### src/rtl/alu_op_sequencer_if.sv
`timescale 1ns/1ps
`default_nettype none
// ============================================================================
// Module      : alu_op_sequencer_if
// Description : Bundle of the request/response handshake and the ALU-side
//               operand/select/result bus used by alu_op_sequencer.
// Revision    : 1.0 - initial release
// ============================================================================
interface alu_op_sequencer_if #(
    parameter int WIDTH = 32
);
    // Request side
    logic             start;
    logic [2:0]       op;
    logic [WIDTH-1:0] a;
    logic [WIDTH-1:0] b;

    // ALU side
    logic [2:0]       alu_sel;
    logic [WIDTH-1:0] alu_a;
    logic [WIDTH-1:0] alu_b;
    logic [WIDTH-1:0] alu_result;

    // Response side
    logic             busy;
    logic             done;
    logic [WIDTH-1:0] result;
    logic             div_by_zero;
    logic             timeout;

    // Driver / environment view: issues requests and supplies the ALU result
    modport master (
        output start, op, a, b, alu_result,
        input  alu_sel, alu_a, alu_b, busy, done, result, div_by_zero, timeout
    );

    // Sequencer view
    modport slave (
        input  start, op, a, b, alu_result,
        output alu_sel, alu_a, alu_b, busy, done, result, div_by_zero, timeout
    );
endinterface
`default_nettype wire

### src/rtl/alu_op_sequencer.sv
`timescale 1ns/1ps
`default_nettype none
// ============================================================================
// Module      : alu_op_sequencer
// Description : Drives a shared 8-function combinational ALU to execute one
//               operation per transaction. Single-function ops use one ALU
//               cycle; mod is built from alternating slt/sub cycles
//               (repeated subtraction) with an iteration limit.
// Revision    : 1.0 - initial release
// ============================================================================
module alu_op_sequencer #(
    parameter int WIDTH    = 32,
    parameter int CNT_W    = 16,
    parameter int MAX_ITER = 65535
) (
    input  wire logic            clk,
    input  wire logic            rst_n,
    alu_op_sequencer_if.slave    bus
);

    localparam logic [2:0]       c_op_and  = 3'b000;
    localparam logic [2:0]       c_op_slt  = 3'b100;
    localparam logic [2:0]       c_op_sub  = 3'b110;
    localparam logic [2:0]       c_op_mod  = 3'b111;
    localparam logic [CNT_W-1:0] c_max_iter = CNT_W'(MAX_ITER);

    typedef enum logic [2:0] {
        S_IDLE = 3'd0,
        S_EXEC = 3'd1,
        S_CMP  = 3'd2,
        S_SUB  = 3'd3,
        S_DONE = 3'd4
    } state_t;

    state_t           r_state;
    state_t           w_state_next;

    logic [2:0]       r_op;
    logic [WIDTH-1:0] r_a;
    logic [WIDTH-1:0] r_b;
    logic [WIDTH-1:0] r_rem;
    logic [CNT_W-1:0] r_iter;
    logic [WIDTH-1:0] r_result;
    logic             r_div_by_zero;
    logic             r_timeout;

    logic             w_rem_lt_b;
    logic             w_iter_limit;

    // In CMP the ALU performs slt(rem, b); bit 0 says the remainder is final
    assign w_rem_lt_b   = bus.alu_result[0];
    assign w_iter_limit = (r_iter == c_max_iter);

    // State register
    always_ff @(posedge clk or negedge rst_n) begin
        if (!rst_n) begin
            r_state <= S_IDLE;
        end else begin
            r_state <= w_state_next;
        end
    end

    // Next-state decode and combinational ALU/status outputs
    always_comb begin
        w_state_next = r_state;
        bus.alu_sel  = c_op_and;
        bus.alu_a    = '0;
        bus.alu_b    = '0;
        bus.busy     = 1'b0;
        bus.done     = 1'b0;
        case (r_state)
            S_IDLE: begin
                if (bus.start) begin
                    if (bus.op != c_op_mod) begin
                        w_state_next = S_EXEC;
                    end else if (bus.b == '0) begin
                        w_state_next = S_DONE;
                    end else begin
                        w_state_next = S_CMP;
                    end
                end
            end
            S_EXEC: begin
                bus.busy     = 1'b1;
                bus.alu_sel  = r_op;
                bus.alu_a    = r_a;
                bus.alu_b    = r_b;
                w_state_next = S_DONE;
            end
            S_CMP: begin
                bus.busy    = 1'b1;
                bus.alu_sel = c_op_slt;
                bus.alu_a   = r_rem;
                bus.alu_b   = r_b;
                if (w_rem_lt_b || w_iter_limit) begin
                    w_state_next = S_DONE;
                end else begin
                    w_state_next = S_SUB;
                end
            end
            S_SUB: begin
                bus.busy     = 1'b1;
                bus.alu_sel  = c_op_sub;
                bus.alu_a    = r_rem;
                bus.alu_b    = r_b;
                w_state_next = S_CMP;
            end
            S_DONE: begin
                bus.done     = 1'b1;
                w_state_next = S_IDLE;
            end
            default: begin
                w_state_next = S_IDLE;
            end
        endcase
    end

    // Operand capture, remainder/iteration tracking and result/flag registers
    always_ff @(posedge clk or negedge rst_n) begin
        if (!rst_n) begin
            r_op          <= '0;
            r_a           <= '0;
            r_b           <= '0;
            r_rem         <= '0;
            r_iter        <= '0;
            r_result      <= '0;
            r_div_by_zero <= 1'b0;
            r_timeout     <= 1'b0;
        end else begin
            case (r_state)
                S_IDLE: begin
                    if (bus.start) begin
                        r_op          <= bus.op;
                        r_a           <= bus.a;
                        r_b           <= bus.b;
                        r_result      <= '0;
                        r_div_by_zero <= 1'b0;
                        r_timeout     <= 1'b0;
                        r_iter        <= '0;
                        if (bus.op == c_op_mod) begin
                            if (bus.b == '0) begin
                                r_div_by_zero <= 1'b1;
                            end else begin
                                r_rem <= bus.a;
                            end
                        end
                    end
                end
                S_EXEC: begin
                    r_result <= bus.alu_result;
                end
                S_CMP: begin
                    // The slt answer takes priority: a remainder that is
                    // already below b on the last allowed pass is a clean result
                    if (w_rem_lt_b) begin
                        r_result <= r_rem;
                    end else if (w_iter_limit) begin
                        r_result  <= r_rem;
                        r_timeout <= 1'b1;
                    end
                end
                S_SUB: begin
                    r_rem  <= bus.alu_result;
                    r_iter <= r_iter + CNT_W'(1);
                end
                default: begin
                end
            endcase
        end
    end

    assign bus.result      = r_result;
    assign bus.div_by_zero = r_div_by_zero;
    assign bus.timeout     = r_timeout;

endmodule
`default_nettype wire

### src/flat_wrapper.sv
// flat-port wrapper written by rule: the top's interface ports become plain ports
module alu_op_sequencer_flat 
#(
    parameter int WIDTH    = 32,
    parameter int CNT_W    = 16,
    parameter int MAX_ITER = 65535
)
  (clk, rst_n, bus_start, bus_op, bus_a, bus_b, bus_alu_result, bus_alu_sel, bus_alu_a, bus_alu_b, bus_busy, bus_done, bus_result, bus_div_by_zero, bus_timeout);
  alu_op_sequencer_if #(.WIDTH(WIDTH)) bus_i ();
  input  wire logic clk;
  input  wire logic rst_n;
  input wire logic [$bits(bus_i.start)-1:0] bus_start;
  input wire logic [$bits(bus_i.op)-1:0] bus_op;
  input wire logic [$bits(bus_i.a)-1:0] bus_a;
  input wire logic [$bits(bus_i.b)-1:0] bus_b;
  input wire logic [$bits(bus_i.alu_result)-1:0] bus_alu_result;
  output wire logic [$bits(bus_i.alu_sel)-1:0] bus_alu_sel;
  output wire logic [$bits(bus_i.alu_a)-1:0] bus_alu_a;
  output wire logic [$bits(bus_i.alu_b)-1:0] bus_alu_b;
  output wire logic [$bits(bus_i.busy)-1:0] bus_busy;
  output wire logic [$bits(bus_i.done)-1:0] bus_done;
  output wire logic [$bits(bus_i.result)-1:0] bus_result;
  output wire logic [$bits(bus_i.div_by_zero)-1:0] bus_div_by_zero;
  output wire logic [$bits(bus_i.timeout)-1:0] bus_timeout;
  assign bus_i.start = bus_start;
  assign bus_i.op = bus_op;
  assign bus_i.a = bus_a;
  assign bus_i.b = bus_b;
  assign bus_i.alu_result = bus_alu_result;
  assign bus_alu_sel = bus_i.alu_sel;
  assign bus_alu_a = bus_i.alu_a;
  assign bus_alu_b = bus_i.alu_b;
  assign bus_busy = bus_i.busy;
  assign bus_done = bus_i.done;
  assign bus_result = bus_i.result;
  assign bus_div_by_zero = bus_i.div_by_zero;
  assign bus_timeout = bus_i.timeout;
  alu_op_sequencer #(.WIDTH(WIDTH), .CNT_W(CNT_W), .MAX_ITER(MAX_ITER)) u_core (.clk(clk), .rst_n(rst_n), .bus(bus_i));
endmodule
### config.mk
export PLATFORM = sky130hd
export DESIGN_NAME = alu_op_sequencer_flat
export DESIGN_NICKNAME = d
export VERILOG_FILES = /design/src/rtl/alu_op_sequencer_if.sv /design/src/rtl/alu_op_sequencer.sv /design/src/flat_wrapper.sv
export SDC_FILE = /design/constraint.sdc
export NUM_CORES = 1
export LEC_CHECK = 0
export BUFFER_PORTS_ARGS = -buffer_cell sky130_fd_sc_hd__buf_2
export CAP_MARGIN = 25
export CORE_ASPECT_RATIO = 0.7
export CORE_MARGIN = 5
export CORE_UTILIZATION = 48
export DETAILED_ROUTE_END_ITERATION = 7
export PLACE_DENSITY = 0.84
export SETUP_SLACK_MARGIN = 0.5
export SLEW_MARGIN = 20
export SYNTH_ARGS = -nofsm -noshare
export SYNTH_HDL_FRONTEND = slang
export SYNTH_SLANG_ARGS = --single-unit
### constraint.sdc
create_clock -name clk -period 2 [get_ports clk]
set_input_delay 0.2 -clock clk [delete_from_list [all_inputs] [get_ports clk]]
set_output_delay 0.2 -clock clk [all_outputs]
set_load 0.02 [all_outputs]
==> flow_metrics.py <==
metrics = {
    "flow_run": {
        "drv_cap": 0,
    },
    "timing": {
        "max_freq_mhz": 459,
        "drv_slew": 0,
        "fin_crit_ns": 2.18,
        "relSlewSlack_pct": 55.7,
        "fin_ws_ns": -0.180,
        "fin_skew_ns": 0.00982,
        "tightest_slew_ns": 0.659,
        "fin_crit_sh_pct": 109,
        "hold_viol": 0,
        "rsz0062_at_grt": "true",
        "setup_violations": 132,
    },
    "worst_setup_path": {
        "cp.arrival_ns": 2.46,
        "cp.required_ns": 2.28,
        "startpoint_type": "flop",
        "r2r-start": "u_core.r_state[1]$_DFFE_PN0N_",
        "crit_type": "reg2reg",
        "end_kind": "flop",
        "crit_fanout": 8,
        "setup.worst_path.start": "u_core.r_state[1]$_DFFE_PN0N_",
    },
    "pwr": {
        "p_per_area_nw_per_um2": 1510,
        "ir_drop_v": 0.000888,
        "fin_total_pwr_w": 0.0203,
        "leakagePower_nw": 6.62,
    },
    "global_route": {
        "grt_pass1_vias": 8850,
        "grt_pass1_wl_um": 51000,
        "antenna_found_initial": 2,
        "gr-total-overflow": 0,
        "busiest_layer": "met2",
        "grtUsageMet2_pct": 57.0,
        "gr-usage-met3_pct": 10.2,
        "grt_start_max_net_pins": 70,
        "grt_usage_pct": 37.2,
        "grtUsageMet1_pct": 48.1,
    },
    "yosys": {
        "yosys-top-cells-area": "dfrtp_1 (51%), nand2_1 (14%), a22o_1 (7.7%)",
        "synth_xor_area_share_pct": 0.237,
        "synthAdderAreaFrac_pct": 0.169,
        "syn_inst": 780,
        "yosys.area.top_type_share_pct": 51.4,
        "netlist_area_sq_um": 7390,
        "synth_edf_count": 0,
        "syn-mean-instance-area_sq_um": 9.48,
        "ys_seq_elements": 152,
        "synth.largest_area_cell": "dfrtp_1",
        "seq_area_frac_synth_pct": 51.4,
        "synth.area.mux_share_pct": 5.14,
        "synth_cell_types": 41,
        "synth_compound_area_share_pct": 17.9,
        "synth_top_family_by_area": "simple AND/OR/NAND/NOR gates",
        "syn_nets": 883,
        "synthFlopType": "dfrtp_1",
        "synthArstFlopShare_pct": 100,
        "yosys_warnings": 0,
        "synth-simple-area-share_pct": 21.4,
    },
    "finish": {
        "mostFrequentLayoutCell": "nand2_1",
        "final_layout_size_suffix_gt1_share_pct": 56.6,
        "final_cell_mix": "nand2_1 (154), dfrtp_1 (146), buf_2 (134), buf_6 (100)",
        "area_growth_pct": 81.3,
        "fin_nets": 1208,
        "multi_input_area_sq_um": 4840,
        "nFillCells": 572,
        "register_area_sq_um": 3810,
    },
    "placed_design": {
        "port_buffers": 204,
        "pre_cts_ws_ns": 0.0202,
        "gp_congestion": 0.871,
        "post-dp-hpwl_um": 14900,
    },
    "clocking": {
        "cts-root-buf": "clkbuf_16",
        "clkSlewWorstSetupHoldPaths_ns": 0.08,
        "cts.htree.levels": 4,
        "tritoncts": "yes",
        "insertion_delay_ns": 0.44,
        "clock_sinks": 152,
        "cts-buffers-inserted": 17,
        "clk_path_buf_depth": 2,
    },
    "detailed_routing": {
        "dr.first_iter.drc_count": 1557,
        "viasPerCell": 6.97,
        "wl_per_cell_um": 30.9,
        "routed_wl_um": 40800,
        "drt.antenna.violating_nets": 0,
        "drc_errors": 7,
        "vias": 9210,
        "drt_pass1_iterations": 8,
    },
    "floorplanning": {
        "fp.dieW_um": 158,
        "dieArea_sq_um": 18000,
        "std_cell_rows": 38,
        "die_h_um": 114,
        "start_util_pct": 48.3,
        "coreArea_sq_um": 15300,
        "ioPinCount": 205,
    },
    "worst_hold_path": {
        "hold_class": "in2reg",
        "hold_path.startpoint": "bus_b[5]",
    },
    "run_status": {
        "status": "complete, but fails checks",
        "violations": "design-rule violations, negative setup slack",
    },
}
-- routing by layer --
layer	share of wire (%)	vias up
met1	33	4317
met4	9.8	0
met5	0	-
met2	43	1079
li1	-	3432
met3	15	382
-- area by class of cell --
cell class / instances / area share, %
timing repair buffer: 365 / 29.2
tap: 200 / 1.87
inverter: 3 / 0.103
multi-input combinational: 566 / 36.1
clock inverter: 15 / 1.04
antenna: 4 / 0.0747
sequential: 152 / 28.4
clock buffer: 17 / 3.17
-- report_power, final --
group	switching [W]	internal (W)
Sequential	0.00117	0.00423
Combinational	0.00575	0.00586
Clock	0.00163	0.00164
-- path summary, 6_finish.rpt --
kind | endpoint | slack (ns) | cells after the start
min in group asynchronous | u_core.r_b[16]$_DFFE_PN0P_ | 0.23 | 2
min | u_core.r_b[5]$_DFFE_PN0P_ | 0.004 | 3
min reg2reg | u_core.bus.timeout$_DFFE_PN0P_ | 0.49 | 1
max in group asynchronous | u_core.r_iter[5]$_DFFE_PN0P_ | 1.03 | 3
max | u_core.r_rem[14]$_DFFE_PN0P_ | -0.18 | 10
max reg2reg | u_core.r_rem[14]$_DFFE_PN0P_ | -0.18 | 10
-- metrics by stage --
stage	cell area (sq um)	utilization [%]	setup TNS [ns]	cells	hold WS [ns]
global route	13400	87.6	-9.16	1321	0.00950
detailed placement	9310	60.8	0	1159	0.126
finish	13400	87.6	-8.56	1322	0.00359
CTS	12500	81.5	0	1294	0.000503
global placement	9310	60.8	0	1159	0.121
floorplan	8030	-	0	780	-0.0956
-- cell families (layout without fill, tap and decap cells) --
| family | count (synthesis) | count (layout) |
|---|---|---|
| xor gates and xnor gates | 2 | 2 |
| and+or+nand+nor | 363 | 363 |
| DFF | 152 | 152 |
| muxes | 34 | 34 |
| AOI/OAI and AO/OA | 166 | 166 |
| buffers and inverters | 62 | 400 |
| adders and majority gates | 1 | 1 |
| other | 0 | 4 |
-- sequential cells by signal, indices dropped and copies added, names as in the netlist --
signal                  count
u_core.bus.result          32
u_core.r_op                 3
u_core.r_a                 32
u_core.r_state              3
u_core.r_iter              16
u_core.bus.timeout          1
u_core.bus.div_by_zero      1
u_core.r_rem               32
u_core.r_b                 32
-- cells in the mapped netlist, drive strengths merged (3+ instances only) --
master  instances
o31ai           3
inv             3
clkbuf         41
o311ai          3
a21oi           5
o41ai           3
nor4           11
nand4           6
dfrtp         152
o211ai         67
nor2           11
and4            4
a22o           65
buf            18
nand2         277
o21ai          13
nand3           8
nor2b          33
mux2           32
-- critical path, cell delays in order (launching register included) --
cell      delay, ns
dfrtp_2        0.45
buf_6          0.15
buf_6          0.11
buf_6          0.11
nor2_4         0.11
nor4b_4        0.23
buf_4          0.23
o21a_4         0.22
buf_12         0.13
buf_12         0.13
o211ai_1       0.14
-- repair_timing --
action                     CTS  global route
hold endpoints to repair    64             0
setup endpoints to repair  219           221
hold buffers                33             0
gates resized for setup    340           168
pin swaps                   74            98
cloned                      30             5
buffers inserted            40            19
Power figures use the tool's default switching activity.
